==> src/rtl/bingo_if.sv <==
// Draw handshake and card-RAM bus shared by the bingo engine and its environment.
// Ports: draw_valid/draw_number/draw_ready, ram_addr/ram_rd_data/ram_we/ram_wdata.
interface bingo_if #(
    parameter int DATA_WIDTH = 8,
    parameter int ADDR_WIDTH = 4
);
    logic                  draw_valid;
    logic [DATA_WIDTH-1:0] draw_number;
    logic                  draw_ready;
    logic [ADDR_WIDTH-1:0] ram_addr;
    logic [DATA_WIDTH-1:0] ram_rd_data;
    logic                  ram_we;
    logic [DATA_WIDTH-1:0] ram_wdata;

    modport master (
        output draw_valid, draw_number, ram_rd_data,
        input  draw_ready, ram_addr, ram_we, ram_wdata
    );

    modport slave (
        input  draw_valid, draw_number, ram_rd_data,
        output draw_ready, ram_addr, ram_we, ram_wdata
    );
endinterface

==> src/rtl/bingo_engine.sv <==
// Bingo engine: accepts paced draws, scans all card entries in RAM, marks and
// deletes every hit, then checks for winning players.
// Ports: clk, rstn (sync, active-low), start_game, bus (bingo_if.slave),
// marks, winner_mask, game_over, busy, draw_count, last_number.
module bingo_engine #(
    parameter int DATA_WIDTH         = 8,
    parameter int NUM_PLAYERS        = 2,
    parameter int ENTRIES_PER_PLAYER = 8,
    parameter int ADDR_WIDTH         = 4,
    parameter int DRAW_INTERVAL      = 50
) (
    input  logic                                       clk,
    input  logic                                       rstn,
    input  logic                                       start_game,
    bingo_if.slave                                     bus,
    output logic [NUM_PLAYERS*ENTRIES_PER_PLAYER-1:0]  marks,
    output logic [NUM_PLAYERS-1:0]                     winner_mask,
    output logic                                       game_over,
    output logic                                       busy,
    output logic [7:0]                                 draw_count,
    output logic [DATA_WIDTH-1:0]                      last_number
);
    localparam int NE = NUM_PLAYERS * ENTRIES_PER_PLAYER;
    localparam int CW = $clog2(DRAW_INTERVAL + 1);
    localparam logic [ADDR_WIDTH-1:0] LAST_ADDR = ADDR_WIDTH'(NE - 1);
    localparam logic [CW-1:0] INTERVAL = CW'(DRAW_INTERVAL);

    typedef enum logic [2:0] {
        IDLE, WAIT, READ, CMP, MARK, CHECK, DONE
    } state_t;

    state_t                state, state_nxt;
    logic [CW-1:0]         cnt;
    logic [ADDR_WIDTH-1:0] addr;
    logic                  restart;
    logic                  accept;
    logic                  hit;
    logic                  at_last;
    logic [NUM_PLAYERS-1:0] win;

    always_comb begin
        win = '0;
        for (int p = 0; p < NUM_PLAYERS; p++) begin
            win[p] = &marks[p*ENTRIES_PER_PLAYER +: ENTRIES_PER_PLAYER];
        end
    end

    assign bus.draw_ready = (state == WAIT) && (cnt == '0);
    assign bus.ram_addr   = addr;
    assign bus.ram_we     = (state == MARK);
    assign bus.ram_wdata  = '0;

    assign busy      = (state == READ) || (state == CMP) ||
                       (state == MARK) || (state == CHECK);
    assign game_over = (state == DONE);

    // Restart is only honoured outside a scan; it takes priority over a draw.
    assign restart = start_game &&
                     ((state == IDLE) || (state == WAIT) || (state == DONE));
    assign accept  = bus.draw_ready && bus.draw_valid && !start_game;
    // Already-marked entries are skipped so duplicates are marked only once.
    assign hit     = (bus.ram_rd_data == last_number) &&
                     (last_number != '0) && !marks[addr];
    assign at_last = (addr == LAST_ADDR);

    always_ff @(posedge clk) begin
        if (!rstn) begin
            state <= IDLE;
        end else begin
            state <= state_nxt;
        end
    end

    always_comb begin
        state_nxt = state;
        unique case (state)
            IDLE:  if (restart) state_nxt = WAIT;
            WAIT: begin
                if (restart)     state_nxt = WAIT;
                else if (accept) state_nxt = READ;
            end
            READ:  state_nxt = CMP;
            CMP: begin
                if (hit)          state_nxt = MARK;
                else if (at_last) state_nxt = CHECK;
                else              state_nxt = READ;
            end
            MARK:  state_nxt = at_last ? CHECK : READ;
            CHECK: state_nxt = (win != '0) ? DONE : WAIT;
            DONE:  if (restart) state_nxt = WAIT;
            default: state_nxt = IDLE;
        endcase
    end

    always_ff @(posedge clk) begin
        if (!rstn) begin
            cnt         <= '0;
            addr        <= '0;
            marks       <= '0;
            winner_mask <= '0;
            draw_count  <= '0;
            last_number <= '0;
        end else if (restart) begin
            cnt         <= INTERVAL;
            addr        <= '0;
            marks       <= '0;
            winner_mask <= '0;
            draw_count  <= '0;
            last_number <= '0;
        end else begin
            unique case (state)
                WAIT: begin
                    if (accept) begin
                        last_number <= bus.draw_number;
                        addr        <= '0;
                        if (draw_count != 8'hFF) begin
                            draw_count <= draw_count + 8'd1;
                        end
                    end else if (cnt != '0) begin
                        cnt <= cnt - CW'(1);
                    end
                end
                CMP: begin
                    if (!hit && !at_last) addr <= addr + ADDR_WIDTH'(1);
                end
                MARK: begin
                    marks[addr] <= 1'b1;
                    if (!at_last) addr <= addr + ADDR_WIDTH'(1);
                end
                CHECK: begin
                    winner_mask <= win;
                    cnt         <= INTERVAL;
                    addr        <= '0;
                end
                default: ;
            endcase
        end
    end
endmodule

==> src/flat_wrapper.sv <==
// flat-port wrapper written by rule: the top's interface ports become plain ports
module bingo_engine_flat 
#(
    parameter int DATA_WIDTH         = 8,
    parameter int NUM_PLAYERS        = 2,
    parameter int ENTRIES_PER_PLAYER = 8,
    parameter int ADDR_WIDTH         = 4,
    parameter int DRAW_INTERVAL      = 50
)
  (clk, rstn, start_game, marks, winner_mask, game_over, busy, draw_count, last_number, bus_draw_valid, bus_draw_number, bus_ram_rd_data, bus_draw_ready, bus_ram_addr, bus_ram_we, bus_ram_wdata);
  bingo_if #(.DATA_WIDTH(DATA_WIDTH), .ADDR_WIDTH(ADDR_WIDTH)) bus_i ();
  input  logic clk;
  input  logic rstn;
  input  logic start_game;
  output logic [NUM_PLAYERS*ENTRIES_PER_PLAYER-1:0] marks;
  output logic [NUM_PLAYERS-1:0] winner_mask;
  output logic game_over;
  output logic busy;
  output logic [7:0] draw_count;
  output logic [DATA_WIDTH-1:0] last_number;
  input wire logic [$bits(bus_i.draw_valid)-1:0] bus_draw_valid;
  input wire logic [$bits(bus_i.draw_number)-1:0] bus_draw_number;
  input wire logic [$bits(bus_i.ram_rd_data)-1:0] bus_ram_rd_data;
  output wire logic [$bits(bus_i.draw_ready)-1:0] bus_draw_ready;
  output wire logic [$bits(bus_i.ram_addr)-1:0] bus_ram_addr;
  output wire logic [$bits(bus_i.ram_we)-1:0] bus_ram_we;
  output wire logic [$bits(bus_i.ram_wdata)-1:0] bus_ram_wdata;
  assign bus_i.draw_valid = bus_draw_valid;
  assign bus_i.draw_number = bus_draw_number;
  assign bus_i.ram_rd_data = bus_ram_rd_data;
  assign bus_draw_ready = bus_i.draw_ready;
  assign bus_ram_addr = bus_i.ram_addr;
  assign bus_ram_we = bus_i.ram_we;
  assign bus_ram_wdata = bus_i.ram_wdata;
  bingo_engine #(.DATA_WIDTH(DATA_WIDTH), .NUM_PLAYERS(NUM_PLAYERS), .ENTRIES_PER_PLAYER(ENTRIES_PER_PLAYER), .ADDR_WIDTH(ADDR_WIDTH), .DRAW_INTERVAL(DRAW_INTERVAL)) u_core (.clk(clk), .rstn(rstn), .start_game(start_game), .bus(bus_i), .marks(marks), .winner_mask(winner_mask), .game_over(game_over), .busy(busy), .draw_count(draw_count), .last_number(last_number));
endmodule
==> config.mk <==
export PLATFORM = sky130hd
export DESIGN_NAME = bingo_engine_flat
export DESIGN_NICKNAME = d
export VERILOG_FILES = /design/src/rtl/bingo_if.sv /design/src/rtl/bingo_engine.sv /design/src/flat_wrapper.sv
export SDC_FILE = /design/constraint.sdc
export NUM_CORES = 1
export LEC_CHECK = 0
export ABC_AREA = 1
export CORE_MARGIN = 10
export CORE_UTILIZATION = 30
export DETAILED_ROUTE_END_ITERATION = 12
export PLACE_DENSITY = 0.54
export SLEW_MARGIN = 30
export SYNTH_ARGS = -nofsm -noshare
export SYNTH_HDL_FRONTEND = slang
export SYNTH_SLANG_ARGS = --single-unit
==> constraint.sdc <==
create_clock -name clk -period 2.9 [get_ports clk]
set_input_delay 0.29 -clock clk [delete_from_list [all_inputs] [get_ports clk]]
set_output_delay 0.29 -clock clk [all_outputs]
set_load 0.005 [all_outputs]
Word-level counts from Yosys, hierarchy flattened. Index checks and enable logic that the tools add are counted.

RAM bits: 0. Logic and storage cells: 87. Flip-flop bits (word level): 47. Bits in read-only memories: 0. Input port bits: 20. Bits in latches: 0. Memories: 0.

Order comparisons: 2. Add/sub/neg operators: 3. Divide/modulo/power cells: 0. Equality and inequality tests: 18. Mux-type cells: 19. Shift operators: 0. Bitwise gates (word level): 2. $mul: 0. Reductions and logical operators: 35.

Operators by type and width (count): $mux W3 (6); $mux W6 (3); $pmux W3 S6 (1); $or A16 B16 Y16 (1); $pmux W4 S4 (1); $reduce_and A8 Y1 (2); $mux W4 (3); $pmux W6 S2 (1); $eq A3 B3 Y1 const B (3); $reduce_and A3 Y1 (3); $add A8 B1 Y8 const B (1); $eq A8 B8 Y1 (1); $logic_and A1 B1 Y1 (8); $ne A2 B2 Y1 const B (4); $ne A8 B8 Y1 const B (1); $reduce_bool A8 Y1 (1); $eq A3 B2 Y1 const B (2); $logic_not A6 Y1 (1); $ne A3 B2 Y1 const B (2); $reduce_bool A6 Y1 (1); $sub A6 B1 Y6 const B (1); $logic_or A1 B1 Y1 (5); $lt A4 B5 Y1 const B (1); $add A4 B1 Y4 const B (1); other kinds (17) (25).

Depth between registers and ports, before layout. Gate-level depths: netlist of the first run.

Depth in word-level cells: 8. Mapped depth: 13. Mapped depth without buffers: 13.

Worst setup path after synthesis of the first run. No wires, ideal clock.

Path type: register -> register. Start point: reg u_core.cnt[0]. End point: reg u_core.draw_count[5]. Setup time: 0.116 ns. Required time: 2.784 ns. Arrival time: 1.492 ns. Stages on the path, launching flop included: 10. Setup slack: 1.291 ns. Path through: dfxtp_1 inv_1 ha_1 nand2_1 nor4_4 nand3_2 nor2_2 nand2_1 o21ai_1 a21oi_1.

Cells in the longest elaborated chain, start to end: 5.

RTL lines: start, declared (line bingo_engine.sv:33) `logic [CW-1:0] cnt;`; start signal, assigned (line bingo_engine.sv:120) `cnt <= cnt - CW'(1);`; $logic_not A6 Y1 (line bingo_engine.sv:48) `assign bus.draw_ready = (state == WAIT) && (cnt == '0);`; $logic_and A1 B1 Y1 (line bingo_engine.sv:48); $logic_and A1 B1 Y1 (2 in series) (line bingo_engine.sv:60) `assign accept = bus.draw_ready && bus.draw_valid && !start_game;`; $reduce_and A3 Y1 (no source line); end signal, assigned (line bingo_engine.sv:117) `draw_count <= draw_count + 8'd1;`; end, declared (line bingo_engine.sv:20) `output logic [7:0] draw_count,`.

Every way passes these cells. A chain may end at the register's enable or synchronous reset.

Worst setup path in the final report of the first run.
Start point: reg u_core.cnt[0]. End point: out bus_draw_ready.

Cells in the longest elaborated chain, start to end: 2.

RTL lines: $logic_not A6 Y1 (line bingo_engine.sv:48); $logic_and A1 B1 Y1 (line bingo_engine.sv:48); end, declared (line flat_wrapper.sv:24) `output wire logic [$bits(bus_i.draw_ready)-1:0] bus_draw_ready;`.

Every way passes these cells.

==> impl_metrics.yaml, run 1 <==
outcome:
  status: "finished clean"
clock_network:
  cts-hold-fix-buffers: 0
  post_cts_buffers: 0
  root_buffer: "clkbuf_8"
  cts_buffer_depth: 2
  cts_made_buffers: 5
  cts_htree_levels: 2
  clk_pin_slew_ns: 0.08
  insertion_delay_ns: 0.30
  numClockSinks: 47
  cts_tree: "built"
  cts_resized: 0
yosys:
  avgSynthCellArea_um2: 6.564
  ys_warn_count: 0
  synth_seq_cells: 47
  synth.largest_area_cell: "dfxtp_1"
  ys_async_sr_fraction_pct: 0
  syn_inst: 410
  synthTopCellsByArea: "dfxtp_1 (35%), nand2_1 (11%), inv_1 (10%)"
  synth-main-ff-cell: "dfxtp_1"
  synth_edf_count: 0
  synth_cell_types: 30
  synth_top_area_share_pct: 34.96
  synth_seq_area_share_pct: 34.96
  syn_area_um2: 2691
worst_setup_path:
  crit_arrival_ns: 1.91
  critPathCaptureType: "primary output"
  slowest_stage: "clkdlybuf4s50_1"
  startpoint_type: "flip-flop"
  path_cells: "inv_1, ha_1, nand4_1, nor2_1, clkdlybuf4s50_1"
  critPathMaxStageDelay_ns: 0.54
  crit_path_max_fanout: 5
  required_ns: 2.61
  critPathKind: "flip-flop to primary output"
routing:
  viasPerCell: 4.551
  drc: 0
  drtIter0Drc: 140
  routed_wl_mm: 7.358
  dr.pass1.iters: 4
  num_vias: 2644
  drtAntennaViolNets: 0
  wl_per_cell_um: 12.66
floorplanning:
  initial_core_util_pct: 30.86
  core-area_um2: 8721
  rows: 34
  die_h_um: 114.7
  dieArea_um2: 13160
  io-pin-count: 70
  die_x_um: 114.7
final_layout:
  multi_input_area_um2: 1393
  fin_area_um2: 3497
  seq_area_um2: 940.9
  nets: 500
  area_growth_pct: 29.94
  final_util_pct: 40.10
  n_fill_cell: 938
  antenna_cells: 0
  drive_above_1_share_pct: 5.285
timing:
  rsz0062_at_grt: "no"
  slew_viol_final: 0
  whs_ns: 0.4783
  hold_violations: 0
  period_share_pct: 75.98
  finalSetupViolCount: 0
  finalCriticalPeriod_ns: 2.204
  skew_ns: 0.009111
  fin_tns_setup_ns: 0
  timing.fmax_mhz: 453.8
global_routing:
  grt_overflow: 0
  grt_usage_pct: 11.16
  grt_max_degree: 25
  antenna_found_initial: 0
  grt_pass1_wl_mm: 12.10
  grt_pass1_vias: 2529
min_path:
  hold_path_class: "flip-flop to flip-flop"
placed_design:
  place_congestion: 0.8491
  portBuffers: 61
  place_area_um2: 3376
  dpl.hpwl_mm: 5.825
pwr:
  clockPowerShare_pct: 34.5
  p_leak_nw: 1.417
  p_switching_mw: 0.4120
  p_total_mw: 1.465
  p_comb_share_pct: 19.1
  p_int_mw: 1.053
  peakVddDrop_mv: 0.2109
  seqPwrFrac_pct: 46.3
  powerDensity_nw_per_um2: 418.9
  switching_share_pct: 28.12
job:
  cap_viol_max_count: 0
==> cells in the mapped netlist (2+ instances only) <==
master,n
nand2_1,82
inv_1,72
nor2_1,51
dfxtp_1,47
a21oi_1,43
nand3_1,24
o21ai_0,19
buf_4,10
nand4_1,9
ha_1,8
inv_2,5
nor3_1,5
a31oi_1,4
buf_2,4
nand2_2,3
nor4_1,3
o21ai_1,3
xor2_1,3
nand3_2,2
nor2_2,2
xnor2_1,2
==> final timing paths <==
path | start | to | slack (ns) | depth (start not counted)
hold / removal | u_core.cnt[0] | u_core.cnt[0] | 0.48 | 2
hold reg to reg | u_core.cnt[0] | u_core.cnt[0] | 0.48 | 2
setup / recovery | u_core.cnt[0] | bus_draw_ready | 0.70 | 5
setup reg to reg | u_core.bus.ram_addr[1] | u_core.state[0] | 1.02 | 11
==> power groups by stage <==
stage	Combinational, mW	Sequential (mW)	Clock [mW]
CTS	0.283	0.678	0.530
floorplan	0.207	0.690	0
global placement	0.281	0.693	0
detailed placement	0.281	0.693	0
global route	0.322	0.681	0.559
finish	0.281	0.679	0.506
==> layout by cell type, fill, tap and decap left out, types with 6 or more instances in the layout <==
cell	count
nand2_1	82
inv_1	72
clkdlybuf4s50_1	61
nor2_1	51
dfxtp_1	47
a21oi_1	43
nand3_1	24
o21ai_0	19
nand4_1	9
ha_1	8
conb_1	8
clkbuf_8	6
==> registers in the layout (all words and copies together) (netlist names) <==
signal               count
u_core.last_number       8
u_core.state             3
u_core.bus.ram_addr      4
u_core.cnt               6
u_core.winner_mask       2
u_core.draw_count        8
u_core.marks            16
==> kinds of logic after synthesis <==
logic type	count (synthesis)	share of synthesized area, %
AND/OR/NAND/NOR	188	31.99
buffers and inverters	91	14.27
AO/OA/AOI/OAI	70	13.30
flip-flops	47	34.96
adder cells (fa/ha/maj)	8	3.719
XOR/XNOR	5	1.627
other	1	0.1393
==> critical path, delay by kind of cell (launching register included) <==
family,cells,cell delay (ns)
fa+ha+maj,1,0.19
buf+inv,2,0.68
simple gates,2,0.43
flops,1,0.32
==> final cells by class <==
cell class | count | share of cell area [%]
Sequential cell | 47 | 26.91
Inverter | 77 | 8.265
Clock buffer | 6 | 2.361
Tap cell | 108 | 3.864
Clock inverter | 2 | 1.109
Timing Repair Buffer | 62 | 17.67
Multi-Input combinational cell | 279 | 39.82
==> per-stage QoR <==
step	setup slack, ns	std cells
floorplan	1.291	417
global placement	0.9118	573
detailed placement	0.8984	573
CTS	0.6724	581
global route	0.5768	581
finish	0.6964	581
==> layer usage <==
metal,GRT usage (%),up-vias,routed length [um]
li1,-,1401,-
met1,13.48,1159,3292
met2,18.16,75,3326
met3,4.245,9,642
met4,3.053,0,97
met5,0,-,0
(Power assumes the default switching activity.)
==> run 2, diff against run 1 <==
--- a/config.mk
+++ b/config.mk
@@ -9,7 +9,7 @@
 export CORE_MARGIN = 10
 export CORE_UTILIZATION = 30
 export DETAILED_ROUTE_END_ITERATION = 12
-export PLACE_DENSITY = 0.54
+export PLACE_DENSITY = 0.56
 export SLEW_MARGIN = 30
 export SYNTH_ARGS = -nofsm -noshare
 export SYNTH_HDL_FRONTEND = slang
==> constraint.sdc (replaced) <==
create_clock -name clk -period 2 [get_ports clk]
set_input_delay 0.2 -clock clk [delete_from_list [all_inputs] [get_ports clk]]
set_output_delay 0.2 -clock clk [all_outputs]
set_load 0.005 [all_outputs]
==> run 2 against run 1 <==
Against the previous run: sequential share of layout area fell by 0.69 points; clock power grew 66%; hold slack got worse by 0.0088 ns; combinational power rose by 53%; setup slack lost 0.58 ns.
==> impl_metrics.yaml, run 2 (synthesized netlist as in run 1, its figures left out) <==
outcome:
  status: "finished clean"
worst_setup_path:
  critPathMaxStageDelay_ns: 0.52
  crit_arrival_ns: 1.68
  critPathKind: "flip-flop to primary output"
  required_ns: 1.80
  path_cells: "inv_1, ha_1, nand4_1, nor2_2, clkdlybuf4s50_1"
  crit_path_max_fanout: 3
  slowest_stage: "clkdlybuf4s50_1"
  critPathCaptureType: "primary output"
  startpoint_type: "flip-flop"
global_routing:
  met3_usage_pct: 3.878
  grt_max_degree: 25
  grt_overflow: 0
  grt_pass1_vias: 2651
  antenna_found_initial: 0
  busiest_layer: "met2"
  gr-usage-met1_pct: 14.40
  grt_usage_pct: 11.45
  use_met2_pct: 18.50
  grt_pass1_wl_mm: 12.54
timing:
  skew_ns: 0.005916
  finalCriticalPeriod_ns: 1.880
  fin_tns_setup_ns: 0
  slew_viol_final: 0
  period_share_pct: 93.99
  finalSetupViolCount: 0
  hold_violations: 0
  rsz0062_at_grt: "no"
  setup_slack_ns: 0.1203
  timing.fmax_mhz: 532.0
final_layout:
  antenna_cells: 0
  top_register: "u_core.marks"
  drive_above_1_share_pct: 7.453
  nets: 510
  n_fill_cell: 938
  instances_no_fill: 591
  largest_registers: "u_core.marks (16), u_core.draw_count (8), u_core.last_number (8)"
  final_cell_mix: "nand2_1 (82), inv_1 (72), clkdlybuf4s50_1 (61), nor2_1 (50), dfxtp_1 (47)"
  area_growth_pct: 33.38
  largest_reg_flops: 16
  mostFrequentLayoutCell: "nand2_1"
  final_util_pct: 41.16
clock_network:
  cts_htree_levels: 2
  cts-hold-fix-buffers: 0
  root_buffer: "clkbuf_8"
  cts_made_buffers: 5
  cts_buffer_depth: 2
  cts_tree: "built"
  insertion_delay_ns: 0.31
  numClockSinks: 47
  clk_pin_slew_ns: 0.09
pwr:
  powerDensity_nw_per_um2: 628.7
  peakVddDrop_mv: 0.2757
  p_leak_nw: 1.470
  p_total_mw: 2.257
floorplanning:
  io-pin-count: 70
  die_x_um: 114.7
  dieArea_um2: 13160
  die_h_um: 114.7
  rows: 34
  core-area_um2: 8721
  initial_core_util_pct: 30.86
placed_design:
  portBuffers: 61
  dpl.hpwl_mm: 6.023
  placedCellCount: 581
  dp_slack_ns: 0.09028
  place_congestion: 0.8489
routing:
  drc: 0
  routed_wl_mm: 7.671
  dr.pass1.iters: 5
  wl_per_cell_um: 12.98
  drtAntennaViolNets: 0
  drtIter0Drc: 134
  viasPerCell: 4.633
  num_vias: 2738
min_path:
  hold_path_class: "flip-flop to flip-flop"
job:
  cap_viol_max_count: 0
-- run 2: cell types whose count changed in the layout (fill, tap and decap cells not counted) --
cell	previous run	this run
nor2_1	51	50
nor2_2	2	3
bufinv_16	1	2
inv_6	1	0
clkbuf_8	6	5
clkinvlp_4	0	1
buf_4	1	11
-- run 2: power by group --
part	switching [mW]	internal [mW]
logic	0.262	0.169
clock network	0.343	0.499
registers	0.0218	0.963
-- run 2: cell type report --
cell class / count / area, um2 / share of cell area [%]
Timing Repair Buffer: 72 / 693.2 / 19.31
Sequential cell: 47 / 940.9 / 26.21
Clock buffer: 5 / 68.82 / 1.917
Multi-Input combinational cell: 279 / 1395 / 38.86
Inverter: 77 / 289.0 / 8.052
Clock inverter: 3 / 67.56 / 1.882
Tap cell: 108 / 135.1 / 3.764
-- run 2: worst max-delay path, delay by kind of cell, from the launching register on --
family                     cells  cell delay [ns]
buffers and inverters          2             0.60
DFF                            1             0.34
and+or+nand+nor                2             0.27
adders and majority gates      1             0.16
-- run 2: through the flow --
step | cell area, um2 | hold WS (ns)
floorplan | 2718 | 0.2976
global placement | 3436 | 0.4532
detailed placement | 3436 | 0.4578
CTS | 3590 | 0.4723
global route | 3590 | 0.4999
finish | 3590 | 0.4696
-- run 2: final timing paths --
| check | start | end | slack, ns | cells past startpoint |
|---|---|---|---|---|
| max | u_core.cnt[1] | bus_draw_ready | 0.12 | 5 |
| min | u_core.cnt[0] | u_core.cnt[0] | 0.47 | 2 |
| max reg2reg | u_core.state[2] | u_core.cnt[1] | 0.23 | 9 |
| min reg2reg | u_core.cnt[0] | u_core.cnt[0] | 0.47 | 2 |
-- run 2: per-layer routing --
metal / part of all wire (%) / wire length, um
met1: 47 / 3586
met2: 45 / 3422
met3: 7.6 / 585
met4: 1.0 / 78
met5: 0 / 0
-- run 2: repair_timing --
action,CTS,global route
resized for setup,1,0
endpoints found under the setup margin,1,1
buffers inserted,2,0
gates cloned,0,0
pin swaps,2,1
==> run 3, diff against run 2 <==
--- a/config.mk
+++ b/config.mk
@@ -9,6 +9,7 @@
 export CORE_MARGIN = 10
 export CORE_UTILIZATION = 30
 export DETAILED_ROUTE_END_ITERATION = 12
+export GPL_ROUTABILITY_DRIVEN = 0
 export PLACE_DENSITY = 0.56
 export SLEW_MARGIN = 30
 export SYNTH_ARGS = -nofsm -noshare
==> constraint.sdc (replaced) <==
create_clock -name clk -period 2 [get_ports clk]
set_input_delay 0.4 -clock clk [delete_from_list [all_inputs] [get_ports clk]]
set_output_delay 0.4 -clock clk [all_outputs]
set_load 0.005 [all_outputs]
==> run 3 against run 2 <==
Against the previous run: power fell by 11%; combinational power increased by 2%; die area unchanged; non-clock buffer count is 5 higher; fmax shrank 1.9%; sequential share of layout area rose by 0.097 points; core utilization barely moved; first-iteration DRC count down 27%; setup slack lost 0.037 ns.
==> impl_metrics.yaml, run 3 (synthesized netlist as in run 1, its figures left out) <==
outcome:
  status: "finished clean"
floorplanning:
  io-pin-count: 70
  die_x_um: 114.7
  die_h_um: 114.7
  core-area_um2: 8721
  initial_core_util_pct: 30.86
  dieArea_um2: 13160
  rows: 34
global_routing:
  grt_pass1_vias: 2574
  antenna_found_initial: 0
  grt_overflow: 0
  grt_max_degree: 17
  grt_usage_pct: 11.42
  grt_pass1_wl_mm: 12.42
timing:
  timing.fmax_mhz: 521.7
  finalSetupViolCount: 0
  finalCriticalPeriod_ns: 1.917
  period_share_pct: 95.84
  whs_ns: 0.4787
  slew_viol_final: 0
  hold_violations: 0
  skew_ns: 0.01544
  fin_tns_setup_ns: 0
  rsz0062_at_grt: "no"
final_layout:
  antenna_cells: 0
  top_register: "u_core.marks"
  largest_reg_flops: 16
  mostFrequentLayoutCell: "nand2_1"
  final_cell_mix: "nand2_1 (82), inv_1 (71), clkdlybuf4s50_1 (59), nor2_1 (49), dfxtp_1 (45)"
  area_growth_pct: 33.24
  nets: 515
  drive_above_1_share_pct: 9.221
  final_util_pct: 41.12
  largest_registers: "u_core.marks (16), u_core.draw_count (8), u_core.last_number (8)"
clock_network:
  cts_made_buffers: 5
  cts_tree: "built"
  insertion_delay_ns: 0.31
  cts_htree_levels: 2
  clk_pin_slew_ns: 0.09
  root_buffer: "clkbuf_8"
  cts_buffer_depth: 2
  numClockSinks: 47
  cts-hold-fix-buffers: 0
worst_setup_path:
  path_buf_inv: 2
  path_cells: "inv_1, ha_1, clkdlybuf4s50_1"
  crit_arrival_ns: 1.52
  critPathKind: "flip-flop to primary output"
  cpLargestDelayFamily: "buffers and inverters"
  required_ns: 1.60
  startpoint_type: "flip-flop"
  critPathCaptureType: "primary output"
  critPathMaxStageDelay_ns: 0.49
  crit_path_max_fanout: 4
  slowest_stage: "clkdlybuf4s50_1"
routing:
  drc: 0
  drtIter0Drc: 98
  wl_per_cell_um: 12.63
  num_vias: 2703
  viasPerCell: 4.535
  dr.pass1.iters: 4
  drtAntennaViolNets: 0
  routed_wl_mm: 7.525
pwr:
  p_comb_share_pct: 21.9
  peakVddDrop_mv: 0.2589
  seqPwrFrac_pct: 49.2
  p_switching_mw: 0.6165
  switching_share_pct: 30.80
  p_int_mw: 1.385
  powerDensity_nw_per_um2: 558.2
  p_leak_nw: 1.493
  clockPowerShare_pct: 28.9
placed_design:
  portBuffers: 61
  dpl.hpwl_mm: 6.018
job:
  cap_viol_max_count: 0
min_path:
  hold_path_class: "flip-flop to flip-flop"
[run 3: repair_timing]
action | 4_1_cts | 5_1_grt
pin swaps | 1 | 0
setup buffers | 1 | 0
gates resized for setup | 3 | 4
endpoints found under the setup margin | 2 | 4
[run 3: stage by stage]
| stage | total power [mW] | std cells | instance area (um2) | worst slack (ns) |
|---|---|---|---|---|
| 3_5_place_dp | 1.439 | 587 | 3481 | -0.08070 |
| 3_3_place_gp | 1.436 | 587 | 3481 | -0.04524 |
| 4_1_cts | 2.039 | 596 | 3580 | 0.01372 |
| 5_1_grt | 2.146 | 596 | 3586 | 0.002535 |
| 6_report | 2.002 | 596 | 3586 | 0.08323 |
| 2_1_floorplan | 1.302 | 417 | 2718 | 0.3913 |
[run 3: final cells by class]
cell class	instances	area [um2]
Fill cell	932	5135
Inverter	77	289.0
Clock inverter	3	20.02
Tap cell	108	135.1
Sequential cell	47	943.4
Clock buffer	5	68.82
Multi-Input combinational cell	279	1398
Timing Repair Buffer	77	732.0
[run 3: worst paths after layout]
path / slack [ns] / end / cells past startpoint / start
worst max register to register: 0.30 / u_core.draw_count[5] / 9 / u_core.cnt[1]
worst min-delay path: 0.48 / u_core.cnt[0] / 2 / u_core.cnt[0]
worst min register to register: 0.48 / u_core.cnt[0] / 2 / u_core.cnt[0]
worst max-delay path: 0.08 / busy / 3 / u_core.state[1]
[run 3: power by group through the flow]
| stage | Combinational [mW] | Clock, mW | Sequential [mW] |
|---|---|---|---|
| finish | 0.438 | 0.578 | 0.985 |
| global route | 0.508 | 0.648 | 0.990 |
| CTS | 0.441 | 0.613 | 0.985 |
| detailed placement | 0.433 | 0 | 1.01 |
| global placement | 0.431 | 0 | 1.01 |
| floorplan | 0.301 | 0 | 1.00 |
[run 3: routing by layer]
metal | wire (um) | up-vias | GRT usage (%)
met4 | 51 | 0 | 2.640
met1 | 3474 | 1194 | 14.51
met3 | 647 | 6 | 3.774
met5 | 0 | - | 0
li1 | - | 1429 | -
met2 | 3352 | 74 | 18.31
[run 3: worst reg2reg max path, stage by stage (launching register included)]
cell	delay, ns
dfxtp_1	0.34
inv_1	0.08
ha_1	0.17
nand2_1	0.10
nor4_4	0.33
nand3_2	0.19
nor2_2	0.16
nand2_1	0.08
o21ai_1	0.11
a21oi_1	0.05
